[src/rtl/uart_pkg.sv]
// Shared types and defaults for the 8N1 UART receive path.
// Timing defaults assume a 50 MHz system clock at 115200 baud.
package uart_pkg;

    localparam int UART_CLKS_PER_BIT = 434;
    localparam int UART_DATA_BITS    = 8;
    localparam int UART_NUM_BYTES    = 5;
    localparam int UART_GAP_CLKS     = 4340;

    typedef enum logic [1:0] {
        ST_IDLE,
        ST_START,
        ST_DATA,
        ST_STOP
    } rx_state_e;

endpackage

[src/rtl/uart_byte_rx.sv]
// Single-byte 8N1 receiver: input synchronizer, mid-bit sampling FSM and shift register.
// Emits one-cycle byte_valid / byte_err strobes on the stop-bit sample cycle.
module uart_byte_rx
    import uart_pkg::*;
#(
    parameter int CLKS_PER_BIT = UART_CLKS_PER_BIT
) (
    input  logic                      sys_clk,
    input  logic                      rst,
    input  logic                      uart_rx,
    output logic [UART_DATA_BITS-1:0] byte_data,
    output logic                      byte_valid,
    output logic                      byte_err,
    output logic                      busy
);

    localparam int                   CNT_W     = $clog2(CLKS_PER_BIT);
    localparam logic [CNT_W-1:0]     HALF_LAST = CNT_W'(CLKS_PER_BIT / 2 - 1);
    localparam logic [CNT_W-1:0]     BIT_LAST  = CNT_W'(CLKS_PER_BIT - 1);
    localparam int                   IDX_W     = $clog2(UART_DATA_BITS);
    localparam logic [IDX_W-1:0]     IDX_LAST  = IDX_W'(UART_DATA_BITS - 1);

    logic                      sync1_q;
    logic                      rx_s_q;
    rx_state_e                 state_q,     state_d;
    logic [CNT_W-1:0]          cnt_q,       cnt_d;
    logic [IDX_W-1:0]          bit_idx_q,   bit_idx_d;
    logic [UART_DATA_BITS-1:0] shift_q,     shift_d;
    logic                      stop_wait_q, stop_wait_d;

    // The line idles high, so the synchronizer resets to 1 to avoid a false start.
    always_ff @(posedge sys_clk or posedge rst) begin
        if (rst) begin
            sync1_q <= 1'b1;
            rx_s_q  <= 1'b1;
        end else begin
            // NOTE: non-blocking assignments make every flop sample pre-edge values, so
            // the two synchronizer stages stay two distinct registers.
            sync1_q <= uart_rx;
            rx_s_q  <= sync1_q;
        end
    end

    always_ff @(posedge sys_clk or posedge rst) begin
        if (rst) begin
            state_q     <= ST_IDLE;
            cnt_q       <= '0;
            bit_idx_q   <= '0;
            shift_q     <= '0;
            stop_wait_q <= 1'b0;
        end else begin
            state_q     <= state_d;
            cnt_q       <= cnt_d;
            bit_idx_q   <= bit_idx_d;
            shift_q     <= shift_d;
            stop_wait_q <= stop_wait_d;
        end
    end

    always_comb begin
        // NOTE: every output of this block gets a default first; a path that skipped
        // an assignment would otherwise infer a latch.
        state_d     = state_q;
        cnt_d       = cnt_q + 1'b1;
        bit_idx_d   = bit_idx_q;
        shift_d     = shift_q;
        stop_wait_d = stop_wait_q;
        byte_valid  = 1'b0;
        byte_err    = 1'b0;

        unique case (state_q)
            ST_IDLE: begin
                // Counter holds the cycle index since start detection (detection cycle = 0).
                cnt_d = '0;
                if (!rx_s_q) begin
                    state_d = ST_START;
                    cnt_d   = CNT_W'(1);
                end
            end
            ST_START: begin
                if (cnt_q == HALF_LAST) begin
                    if (rx_s_q) begin
                        state_d = ST_IDLE;
                    end else begin
                        state_d   = ST_DATA;
                        cnt_d     = '0;
                        bit_idx_d = '0;
                    end
                end
            end
            ST_DATA: begin
                if (cnt_q == BIT_LAST) begin
                    cnt_d   = '0;
                    shift_d = {rx_s_q, shift_q[UART_DATA_BITS-1:1]};
                    if (bit_idx_q == IDX_LAST) begin
                        state_d = ST_STOP;
                    end else begin
                        bit_idx_d = bit_idx_q + 1'b1;
                    end
                end
            end
            ST_STOP: begin
                if (stop_wait_q) begin
                    // Broken frame: hold off until the line returns to idle.
                    if (rx_s_q) begin
                        state_d     = ST_IDLE;
                        stop_wait_d = 1'b0;
                    end
                end else if (cnt_q == BIT_LAST) begin
                    if (rx_s_q) begin
                        byte_valid = 1'b1;
                        state_d    = ST_IDLE;
                    end else begin
                        byte_err    = 1'b1;
                        stop_wait_d = 1'b1;
                    end
                end
            end
            default: begin
                state_d = ST_IDLE;
            end
        endcase
    end

    assign byte_data = shift_q;
    assign busy      = (state_q != ST_IDLE) || !rx_s_q;

endmodule

[src/rtl/uart_frame_rx.sv]
// Reassembles NUM_BYTES consecutive UART bytes into one word, first byte in the MSBs.
// Partial words are dropped on a framing error or after GAP_CLKS idle cycles.
module uart_frame_rx
    import uart_pkg::*;
#(
    parameter int CLKS_PER_BIT = UART_CLKS_PER_BIT,
    parameter int NUM_BYTES    = UART_NUM_BYTES,
    parameter int GAP_CLKS     = UART_GAP_CLKS
) (
    input  logic                              sys_clk,
    input  logic                              rst,
    input  logic                              uart_rx,
    output logic [UART_DATA_BITS*NUM_BYTES-1:0] data,
    output logic                              data_valid,
    output logic                              frame_err,
    output logic                              busy
);

    localparam int               WORD_W    = UART_DATA_BITS * NUM_BYTES;
    localparam int               BCNT_W    = $clog2(NUM_BYTES + 1);
    localparam logic [BCNT_W-1:0] BYTE_LAST = BCNT_W'(NUM_BYTES - 1);
    localparam int               GAP_W     = $clog2(GAP_CLKS + 1);
    localparam logic [GAP_W-1:0] GAP_LAST  = GAP_W'(GAP_CLKS - 1);

    logic [UART_DATA_BITS-1:0] byte_data;
    logic                      byte_valid;
    logic                      byte_err;
    logic                      byte_busy;

    logic [WORD_W-1:0] acc_q,        acc_d;
    logic [BCNT_W-1:0] byte_cnt_q,   byte_cnt_d;
    logic [GAP_W-1:0]  gap_q,        gap_d;
    logic [WORD_W-1:0] data_q,       data_d;
    logic              data_valid_q, data_valid_d;
    logic              frame_err_q,  frame_err_d;

    uart_byte_rx #(
        .CLKS_PER_BIT (CLKS_PER_BIT)
    ) u_byte_rx (
        .sys_clk    (sys_clk),
        .rst        (rst),
        .uart_rx    (uart_rx),
        .byte_data  (byte_data),
        .byte_valid (byte_valid),
        .byte_err   (byte_err),
        .busy       (byte_busy)
    );

    always_ff @(posedge sys_clk or posedge rst) begin
        if (rst) begin
            acc_q        <= '0;
            byte_cnt_q   <= '0;
            gap_q        <= '0;
            data_q       <= '0;
            data_valid_q <= 1'b0;
            frame_err_q  <= 1'b0;
        end else begin
            acc_q        <= acc_d;
            byte_cnt_q   <= byte_cnt_d;
            gap_q        <= gap_d;
            data_q       <= data_d;
            data_valid_q <= data_valid_d;
            frame_err_q  <= frame_err_d;
        end
    end

    always_comb begin
        acc_d        = acc_q;
        byte_cnt_d   = byte_cnt_q;
        gap_d        = gap_q;
        data_d       = data_q;
        data_valid_d = 1'b0;
        frame_err_d  = 1'b0;

        // busy covers the start-detection cycle, so a start always beats a same-cycle timeout.
        if (byte_busy) begin
            gap_d = '0;
        end else if (byte_cnt_q != '0) begin
            if (gap_q == GAP_LAST) begin
                gap_d      = '0;
                byte_cnt_d = '0;
                acc_d      = '0;
            end else begin
                gap_d = gap_q + 1'b1;
            end
        end

        if (byte_valid) begin
            acc_d = {acc_q[WORD_W-UART_DATA_BITS-1:0], byte_data};
            if (byte_cnt_q == BYTE_LAST) begin
                data_d       = acc_d;
                data_valid_d = 1'b1;
                byte_cnt_d   = '0;
            end else begin
                byte_cnt_d = byte_cnt_q + 1'b1;
            end
        end

        if (byte_err) begin
            acc_d       = '0;
            byte_cnt_d  = '0;
            frame_err_d = 1'b1;
        end
    end

    assign data       = data_q;
    assign data_valid = data_valid_q;
    assign frame_err  = frame_err_q;
    assign busy       = byte_busy;

endmodule

[config.mk]
export PLATFORM = sky130hd
export DESIGN_NAME = uart_frame_rx
export DESIGN_NICKNAME = d
export VERILOG_FILES = /design/src/rtl/uart_pkg.sv /design/src/rtl/uart_byte_rx.sv /design/src/rtl/uart_frame_rx.sv
export SDC_FILE = /design/constraint.sdc
export NUM_CORES = 1
export LEC_CHECK = 0
export ABC_AREA = 1
export BUFFER_PORTS_ARGS = -buffer_cell sky130_fd_sc_hd__buf_2
export CORE_MARGIN = 2
export CORE_UTILIZATION = 53
export CTS_BUF_LIST = sky130_fd_sc_hd__clkbuf_16
export DETAILED_ROUTE_END_ITERATION = 16
export PLACE_DENSITY_LB_ADDON = 0.1
export SYNTH_ARGS = -nofsm -noshare
export SYNTH_HDL_FRONTEND = slang
export SYNTH_SLANG_ARGS = --single-unit
[constraint.sdc]
create_clock -name sys_clk -period 4.2 [get_ports sys_clk]
set_input_delay 1.26 -clock sys_clk [delete_from_list [all_inputs] [get_ports sys_clk]]
set_output_delay 1.26 -clock sys_clk [all_outputs]
set_load 0.03 [all_outputs]
After elaboration in Yosys (flattened, before gate mapping). Index checks and enable logic that the tools add are counted. W data, S select, Z words.

Register bits: 115. Bits of input ports: 3. Word-level logic and storage cells: 92.

Multiplexer cells: 45. Add/sub/neg operators: 4. Reductions and logical operators: 14. Eq/ne operators: 16.

Operators by type and width (count): $mux W32 (5); $mux W13 (3); $mux W3 (10); $mux W9 (3); $pmux W9 S3 (1); $mux W2 (8); $add A13 B1 Y13 const B (1); $eq A13 B13 Y1 const B (1); $mux W1 (13); $reduce_and A5 Y1 (2); $add A9 B1 Y9 const B (1); $eq A9 B8 Y1 const B (1); $eq A9 B9 Y1 const B (1); $reduce_bool A3 Y1 (3); $pmux W2 S4 (1); $add A3 B1 Y3 const B (2); $eq A3 B3 Y1 const B (2); $ne A2 B1 Y1 const B (3); $ne A2 B2 Y1 const B (3); $ne A3 B1 Y1 const B (2); $pmux W3 S2 (1); $reduce_bool A2 Y1 (3); $eq A2 B2 Y1 const B (2); $reduce_and A2 Y1 (2); 5 further kinds (5).

Logic depth before layout (Yosys ltp).
Depth after elaboration: 6. Gate-level depth with buffers: 10. Gate-level depth less buffers: 10.

Hierarchy. A second synthesis with hierarchy kept.

Cell total of the unflattened synthesis: 600. Area, all modules: 5350.1 µm².

By module, submodules not included: uart_frame_rx (sequential area each 2252.2 µm², cells an instance 455, instances 1, area each 4102.7 µm²); uart_byte_rx (sequential area each 628.1 µm², cells an instance 145, instances 1, area each 1247.4 µm²).

Least setup slack after synthesis. Ideal clock, no wire load.

Kind: register to output. From: register u_byte_rx.state_q[0]. To: output busy. Slack: 2.110 ns. Cell stages (with the launch flop): 4. Buffers on the path: 1. Arrival: 0.830 ns. Data required time: 2.940 ns. Cells stage by stage: dfrtp_1 -> buf_2 -> nor2_1 -> nand2_1.

Longest elaborated chain between the ends: 2.

RTL lines: start, declared (line uart_byte_rx.sv:25) `rx_state_e state_q, state_d;`; start signal, assigned (line uart_byte_rx.sv:52) `state_q <= state_d;`; $reduce_bool A2 Y1 (line uart_byte_rx.sv:126) `assign busy = (state_q != ST_IDLE) || !rx_s_q;`; $logic_or A1 B1 Y1 (line uart_byte_rx.sv:126); end, declared (line uart_frame_rx.sv:16) `output logic busy`.

Every way passes these cells.

Worst setup path in the final report. Ends and elaborated chain as after synthesis.

==> run summary <==
CTS root buffer - clkbuf_16
Diode count - 0
Gr ovfl total - 0
Hold Path Class - flop to flop
H-tree levels - 4
Max_slew headroom - 0.3615
Remaining antenna violation count after routing - 0
Routed WL - 10.67 mm
Top cells by area, synth - dfrtp_1 (55%), nand2_1 (10%), inv_1 (6.6%)
Largest net degree at the start of global routing - 81
Port bufs - 45
Total GRT Usage - 0.2203
Library cells used by synthesis - 27
Vias in the first global route - 3899
Leak Pwr - 3.127 nW
Die X - 102.7 um
Mapped Area - 5162 sq um
Starting Density - 0.5381
Num CTS Buffers - 17
RD Place Congestion - 0.8603
Worst-path clk slew - 0.05 ns
CP arrival - 1.41 ns
Max Cap Viol - 0
Pwr dens - 435.5 nW/um^2
Drt drc - 0
Post-CTS resize count - 0
Per-cell routed wire length - 13.18 um
Max Freq - 373.9 MHz
CP endpoint kind - output port
Max layer used - met4
Initial antenna violation count - 0
Share of layout cells above drive strength 1 - 0.1331
Final #Nets - 674
Most common cell after layout, fill and taps aside - nand2_1
Clk_lat worst skew - 0.42 ns
Commonest non-fill, non-tap cells in the layout - nand2_1 (139), dfrtp_1 (113), inv_1 (91)
Clk_skew - 0.005759 ns
Worst EP required - 2.94 ns
First-pass GRT wire length - 17.94 mm
1st-iter DRT viols - 210
CTS Hold Bufs - 0
Setup WS pre-CTS - 1.785 ns
CP startpoint kind - flop
Cell taking the most area after synthesis - dfrtp_1
Final Worst Setup Slack - 1.526 ns
VDD IR max - 0.3018 mV
Pwr Total - 0.002666 W
Rows - 36
Vias - 4132
Final Cycle Share - 0.6368
Final Max Tran Viols - 0
Core footprint - 9594 sq um
Tmin final - 2.674 ns
M1 wire length - 4.943 mm
Clk buf depth - 2
DRT Pass-1 Iters - 5
Die ar. - 10550 sq um
Worst setup path class - flop to output port
Syn Nets - 629
Post-route setup TNS - 0 ns
Postcts setup bufs - 0
DR WL met2 - 4.922 mm
Status - finished clean
Via density - 5.108
Synthesized instance count - 618
CP max FO - 9
Register area share after synthesis - 0.5579
Endpoints failing hold - 0
Ports - 46
Setup violators final - 0
Post-synthesis sequential element count - 115
Post-DP HPWL - 6.992 mm
Area Overhead vs Synth - 18.57%
Yosys Warn Count - 0
Sink Count - 115
Top-area cell type share of the netlist area - 0.5477
Syn Area/Cell - 8.353 sq um
RSZ-0062 raised after global routing - no
CTS tree - built
Chip Height - 102.7 um
Met3 wire len - 619 um
Slew @ Worst Pin - 0.9577 ns
power breakdown:
| group | switching [W] | leakage (nW) | total, W | internal [W] |
|---|---|---|---|---|
| sequential | 0.00000100 | 1.58 | 0.00111 | 0.00111 |
| clock | 0.000528 | 0.302 | 0.00153 | 0.000997 |
| combinational | 0.0000249 | 1.24 | 0.0000287 | 0.00000382 |
state kept, by name, indices dropped and copies added, names as in the netlist, named ones only:
register / flops
data: 40
acc_q: 32
gap_q: 13
u_byte_rx.cnt_q: 9
u_byte_rx.byte_data: 8
byte_cnt_q: 3
u_byte_rx.bit_idx_q: 3
data_valid: 1
frame_err: 1
u_byte_rx.rx_s_q: 1
u_byte_rx.state_q: 1
u_byte_rx.stop_wait_q: 1
u_byte_rx.sync1_q: 1
per-stage QoR:
stage / cells / hold slack, ns / utilization / cell area [sq um]
after floorplan: 618 / 0.3452 / - / 5166
after global placement: 777 / 0.3474 / 0.5724 / 5492
after detailed placement: 777 / 0.3496 / 0.5724 / 5492
after CTS: 809 / 0.3578 / 0.6380 / 6121
after global routing: 809 / 0.3581 / 0.6380 / 6121
final: 809 / 0.3562 / 0.6380 / 6121
cell families after synthesis:
group,share of synthesized area
buffers and inverters,0.08725
xor gates and xnor gates,0.003394
muxes,0.001939
adders and majority gates,0.01939
and+or+nand+nor,0.2470
DFF,0.5579
AOI/OAI and AO/OA,0.08313
Yosys cell counts (all sizes together):
cell,instances
nand2,140
dfrtp,113
inv,93
nand3,65
o21ai,64
nor2,58
nand4,20
a21oi,19
buf,15
ha,8
clkbuf,7
nor3,5
dfstp,2
nand3b,2
xor2,2
and2,1
mux2i,1
o21a,1
o22ai,1
or2,1
final cells by class:
type | instances | area (sq um)
multi-input combinational | 388 | 1832
clock buffer | 17 | 425.4
fill | 823 | 3473
clock inverter | 15 | 203.9
tap | 133 | 166.4
sequential | 115 | 2880
inverter | 93 | 352.8
timing repair buffer | 48 | 260.3
final timing paths:
kind                                           start  slack, ns               end  cells after the start
worst min-delay path               u_byte_rx.sync1_q       0.36  u_byte_rx.rx_s_q                      0
min in group asynchronous                        rst       1.03          data[39]                      2
max in group asynchronous                        rst       2.29  u_byte_rx.rx_s_q                      3
worst min register to register     u_byte_rx.sync1_q       0.36  u_byte_rx.rx_s_q                      0
worst max register to register         byte_cnt_q[0]       1.79         acc_q[31]                     10
worst max-delay path            u_byte_rx.state_q[0]       1.53              busy                      3
critical path, stage by stage (launching register included):
cell and delay (ns):
dfrtp_1 0.45, nor2_1 0.19, nand2_1 0.15, buf_2 0.21
metal layers:
metal / track usage / vias up
li1: - / 2078
met1: 0.3115 / 1936
met2: 0.3208 / 102
met3: 0.06169 / 16
met4: 0.09436 / 0
met5: 0 / -
(Power assumes the default switching activity.)
